### src/rtl/vdevice_multi.sv
// vdevice_multi: N-channel button press counter with a fixed measurement window.
//
// After start, rising edges on each btn line are counted for DURATION seconds
// (TICKS_PER_SECOND clock cycles each), then the counts freeze and the winning
// channel is reported until reset returns the block to idle.
//
// Ports:
//   clk           system clock, all state on the rising edge
//   async_nreset  asynchronous active-low reset
//   start         begin a measurement (idle only)
//   reset         synchronous return to idle (counting / result)
//   btn           synchronised, debounced button levels, one per channel
//   counts        channel i at [i*CNT_WIDTH +: CNT_WIDTH]; zero unless in result
//   winner        lowest-index channel holding the maximum; zero unless in result
//   tie           two or more channels share the maximum; zero unless in result
//   busy          high while counting
//   done          high while in result
//   seconds_left  remaining seconds while counting, DURATION in idle, 0 in result
//
// State table (vdevice_multi FSM):
//   state    | meaning
//   IDLE     | waiting for start, outputs blank, seconds_left = DURATION
//   COUNTING | window open, edges increment the press counters
//   RESULT   | counters frozen, counts/winner/tie shown

// Load/increment register used for each press counter. Load has priority.
module vdevice_press_reg #(
    parameter int WIDTH = 8
) (
    input  logic             clk,
    input  logic             async_nreset,
    input  logic             load,
    input  logic [WIDTH-1:0] d,
    input  logic             incr,
    output logic [WIDTH-1:0] q
);

    always_ff @(posedge clk or negedge async_nreset) begin
        if (!async_nreset) begin
            q <= '0;
        end else if (load) begin
            q <= d;
        end else if (incr) begin
            q <= q + WIDTH'(1);
        end
    end

endmodule

module vdevice_multi #(
    parameter int N_CHANNELS       = 3,
    parameter int CNT_WIDTH        = 8,
    parameter int TICKS_PER_SECOND = 50_000_000,
    parameter int DURATION         = 10
) (
    input  logic                             clk,
    input  logic                             async_nreset,
    input  logic                             start,
    input  logic                             reset,
    input  logic [N_CHANNELS-1:0]            btn,
    output logic [N_CHANNELS*CNT_WIDTH-1:0]  counts,
    output logic [$clog2(N_CHANNELS)-1:0]    winner,
    output logic                             tie,
    output logic                             busy,
    output logic                             done,
    output logic [7:0]                       seconds_left
);

    localparam int WIN_W  = $clog2(N_CHANNELS);
    localparam int TICK_W = $clog2(TICKS_PER_SECOND);

    typedef enum logic [1:0] {
        IDLE     = 2'd0,
        COUNTING = 2'd1,
        RESULT   = 2'd2
    } state_t;

    state_t state_q, state_d;

    logic [TICK_W-1:0]                  tick_q;
    logic [7:0]                         sec_q;
    logic [N_CHANNELS-1:0]              btn_prev;
    logic [N_CHANNELS-1:0]              btn_rise;
    logic [N_CHANNELS-1:0]              cnt_incr;
    logic [N_CHANNELS-1:0][CNT_WIDTH-1:0] cnt_q;
    logic                               cnt_load;
    logic                               tick_wrap;
    logic                               last_cycle;

    logic [CNT_WIDTH-1:0] max_val;
    logic [WIN_W-1:0]     best;
    logic                 seen;
    logic                 multi;

    assign tick_wrap  = (tick_q == TICK_W'(TICKS_PER_SECOND - 1));
    assign last_cycle = tick_wrap && (sec_q == 8'(DURATION - 1));
    assign btn_rise   = btn & ~btn_prev;
    assign cnt_load   = (state_q == IDLE) && start;

    // ---------------- FSM ----------------
    always_ff @(posedge clk or negedge async_nreset) begin
        if (!async_nreset) begin
            state_q <= IDLE;
        end else begin
            state_q <= state_d;
        end
    end

    always_comb begin
        state_d = state_q;
        case (state_q)
            IDLE: begin
                if (start) state_d = COUNTING;
            end
            COUNTING: begin
                if (reset)           state_d = IDLE;
                else if (last_cycle) state_d = RESULT;
            end
            RESULT: begin
                if (reset) state_d = IDLE;
            end
            default: state_d = IDLE;
        endcase
    end

    // ---------------- timebase ----------------
    always_ff @(posedge clk or negedge async_nreset) begin
        if (!async_nreset) begin
            tick_q <= '0;
            sec_q  <= '0;
        end else if (cnt_load) begin
            tick_q <= '0;
            sec_q  <= '0;
        end else if (state_q == COUNTING) begin
            if (tick_wrap) begin
                tick_q <= '0;
                sec_q  <= sec_q + 8'd1;
            end else begin
                tick_q <= tick_q + TICK_W'(1);
            end
        end
    end

    // btn_prev tracks btn in every state so a button held across start
    // produces no edge until it is released and pressed again.
    always_ff @(posedge clk or negedge async_nreset) begin
        if (!async_nreset) begin
            btn_prev <= '0;
        end else begin
            btn_prev <= btn;
        end
    end

    // ---------------- press counters ----------------
    // Saturation is enforced here: incr is withheld once a counter is all ones.
    for (genvar i = 0; i < N_CHANNELS; i++) begin : g_chan
        assign cnt_incr[i] = (state_q == COUNTING) && !reset && btn_rise[i] && !(&cnt_q[i]);

        vdevice_press_reg #(.WIDTH(CNT_WIDTH)) u_cnt (
            .clk          (clk),
            .async_nreset (async_nreset),
            .load         (cnt_load),
            .d            ('0),
            .incr         (cnt_incr[i]),
            .q            (cnt_q[i])
        );

        assign counts[i*CNT_WIDTH +: CNT_WIDTH] = (state_q == RESULT) ? cnt_q[i] : '0;
    end

    // ---------------- winner / tie ----------------
    // Strict greater-than keeps the lowest index on equal counts.
    always_comb begin
        max_val = '0;
        best    = '0;
        seen    = 1'b0;
        multi   = 1'b0;
        for (int i = 0; i < N_CHANNELS; i++) begin
            if (cnt_q[i] > max_val) begin
                max_val = cnt_q[i];
                best    = WIN_W'(i);
            end
        end
        for (int i = 0; i < N_CHANNELS; i++) begin
            if (cnt_q[i] == max_val) begin
                multi = multi | seen;
                seen  = 1'b1;
            end
        end
    end

    assign winner = (state_q == RESULT) ? best : '0;
    assign tie    = (state_q == RESULT) && multi;
    assign busy   = (state_q == COUNTING);
    assign done   = (state_q == RESULT);

    always_comb begin
        seconds_left = 8'd0;
        case (state_q)
            IDLE:     seconds_left = 8'(DURATION);
            COUNTING: seconds_left = 8'(DURATION) - sec_q;
            default:  seconds_left = 8'd0;
        endcase
    end

endmodule

### config.mk
export PLATFORM = sky130hd
export DESIGN_NAME = vdevice_multi
export DESIGN_NICKNAME = d
export VERILOG_FILES = /design/src/rtl/vdevice_multi.sv
export SDC_FILE = /design/constraint.sdc
export NUM_CORES = 1
export LEC_CHECK = 0
export ABC_AREA = 1
export ABC_CLOCK_PERIOD_IN_PS = 4560
export CORE_ASPECT_RATIO = 0.7
export CORE_MARGIN = 5
export CORE_UTILIZATION = 30
export DETAILED_ROUTE_END_ITERATION = 12
export SLEW_MARGIN = 20
export SYNTH_ARGS = -nofsm -noshare
export SYNTH_HDL_FRONTEND = slang
export SYNTH_SLANG_ARGS = --single-unit
### constraint.sdc
create_clock -name clk -period 4.56 [get_ports clk]
set_input_delay 1.368 -clock clk [delete_from_list [all_inputs] [get_ports clk]]
set_output_delay 1.368 -clock clk [all_outputs]
set_load 0.005 [all_outputs]
==> reports/metrics.csv <==
metric;value;unit
r2r-end;sec_q[7];
clk_latency;0.33;ns
synth_top_area_cell;dfrtp_1;
track_usage;16.5;%
drv_slew;0;
clock_skew;0.0126;ns
n_antenna_cell;0;
r2r_setup_slack;2.29;ns
period_share;124;%
synth_edf_count;0;
drc_errors;0;
maxCapViolCount;0;
p_per_area;710;nW/µm²
synth_nets;715;
syn-cell-area;4770;µm²
leakage;2.99;nW
crit_path_end_kind;output pin;
grt_first_pass_wirelength;24300;µm
synth_seq_cells;63;
initial_core_util;30.7;%
synth_cell_type_count;48;
row_count;38;
dp.cells;967;
h-tree-depth;3;
cpPeakStageDelay;0.38;ns
final_common_cell;nand2_1;
setup_viol;3;
overflow;0;
die_y;115;µm
clockBufferDepth;2;
cts_tree;built;
rsz0062_at_grt;yes;
yosysTopAreaCellShare;33.1;%
crit_buf_inv;9;
antenna_found_initial;0;
synth-seq-area-share;33.1;%
period_minus_slack;5.65;ns
yosys_warnings;0;
maxSlewHeadroom;38.4;%
synthFlopType;dfrtp_1;
dieArea;18600;µm²
antenna_left;0;
wire_per_inst;15.3;µm
core;15500;µm²
crit_path_start;g_chan[0].u_cnt.q[1];
cp_max_fo;7;
hold_viol;0;
max_freq;177;MHz
holdBufCountCts;0;
arrival;4.28;ns
crit_slowest_cell;dfrtp_1;
fin_cells;1008;
dr.pass1.iters;5;
worstSetupPathType;reg -> out;
path_depth;32;
ys_top_cells_by_area;dfrtp_1 (33%), nand2_1 (11%), nand3_1 (8.4%);
worst_pin_slew;0.924;ns
fin_ws;-1.09;ns
grt_max_degree;41;
die_w;161;µm
critPathLaunchType;flop;
rr_worst_depth;10;
pin_count;44;
drive_gt1_share;25.2;%
io_buffers;43;
vias;5057;
crit_required;3.19;ns
hold_path_class;reg -> reg;
reg2reg_from;state_q[1];
synthCells;685;
crit_end;tie;
layout_common_cells;nand2_1 (117), nor2_1 (81), inv_1 (80);
syn_area_per_cell;6.96;µm²
vias_per_cell;5.02;
dp_hpwl;11200;µm
wl;15400;µm
status;complete, but fails checks;
clkTransAtPathRegs;0.06;ns
layout.nets;833;
cts_inserted_buffers;9;
cts.root.buffer_cell;clkbuf_16;
gp_congestion;0.973;
drt_iter0_markers;334;
synthToLayoutAreaGrowth;42.1;%
ir_drop;0.000352;V
grt_pass1_vias;4588;
violations;negative setup slack;
async_flop_share;100;%
fin_setup_tns;-2.11;ns
cpLargestDelayFamily;simple AND/OR/NAND/NOR gates;
clock-sinks;63;
## metrics by stage
| stage | instance area [µm²] | hold WS, ns | util, % | total power [mW] | worst slack [ns] |
|---|---|---|---|---|---|
| floorplan | 4830 | 0.469 | - | 2.30 | -0.244 |
| global placement | 5830 | 0.498 | 37.5 | 2.99 | -1.13 |
| detailed placement | 5830 | 0.498 | 37.5 | 2.99 | -1.18 |
| CTS | 6520 | 0.506 | 42.0 | 4.33 | -0.922 |
| global route | 6780 | 0.563 | 43.6 | 5.15 | -1.37 |
| finish | 6780 | 0.501 | 43.6 | 4.81 | -1.09 |
## state kept, by name, summed over array words and instances (netlist names)
signal / flops
g_chan.u_cnt.q: 24
tick_q: 26
btn_prev: 3
state_q: 2
sec_q: 8
## layer usage
metal  GRT usage, %  part of all wire (%)  up-vias
met3           3.27                   6.9       17
li1               -                     -     2528
met4           4.24                   1.2        0
met2           23.7                    41      174
met1           25.3                    50     2338
met5              0                     0        -
## worst reg2reg max path: cells and delay by family, from the launching register on
| kind | cells | cell delay [ns] |
|---|---|---|
| simple gates | 5 | 0.67 |
| buf+inv | 2 | 0.51 |
| compound gates | 3 | 0.47 |
| flops | 1 | 0.49 |
## layout make-up
class	instances	area (µm²)
Timing Repair Buffer	123	1080
Multi-Input combinational cell	510	3200
Inverter	96	378
Clock buffer	11	243
Clock inverter	5	56.3
Fill cell	1562	8770
Sequential cell	63	1580
Tap cell	200	250
## cells by family (layout without fill, tap and decap cells)
family          Yosys count  after routing  share of synthesized area, %
xor+xnor                 12             12                          2.20
flops                    63             63                          33.1
simple gates            371            371                          36.7
compound gates          104            104                          12.6
buf+inv                 112            235                          9.42
fa+ha+maj                23             23                          6.04
## how the worst min path moves through the flow
stage	slack [ns]	cells past startpoint	from	to
final	0.50	1	tick_q[0]	tick_q[0]
after global routing	0.56	1	tick_q[0]	tick_q[0]
after CTS	0.51	1	tick_q[0]	tick_q[0]
after detailed placement	0.50	1	tick_q[0]	tick_q[0]
after global placement	0.50	1	tick_q[0]	tick_q[0]
after floorplan	0.47	1	tick_q[0]	tick_q[0]
## cells in the mapped netlist (all sizes together), types with 3 or more instances
cell type,instances
xor2,11
o21a,3
nand2,144
a31oi,4
inv,95
nor4,5
clkbuf,6
a21oi,41
buf,10
nand3,80
dfrtp,63
nor3,34
o22ai,6
o21ai,38
nand4,11
a211oi,3
ha,23
nor2,94
## where the power goes
part | switching, mW | internal [mW]
clock | 0.256 | 0.438
combinational | 1.99 | 1.44
sequential | 0.0637 | 0.617
## what timing repair did
action,4_1_cts,5_1_grt
gates cloned,1,0
buffers inserted,17,7
gates resized for setup,77,41
setup endpoints to repair,3,3
pin swaps,16,31
No activity file was read; power rests on OpenSTA's default activity.
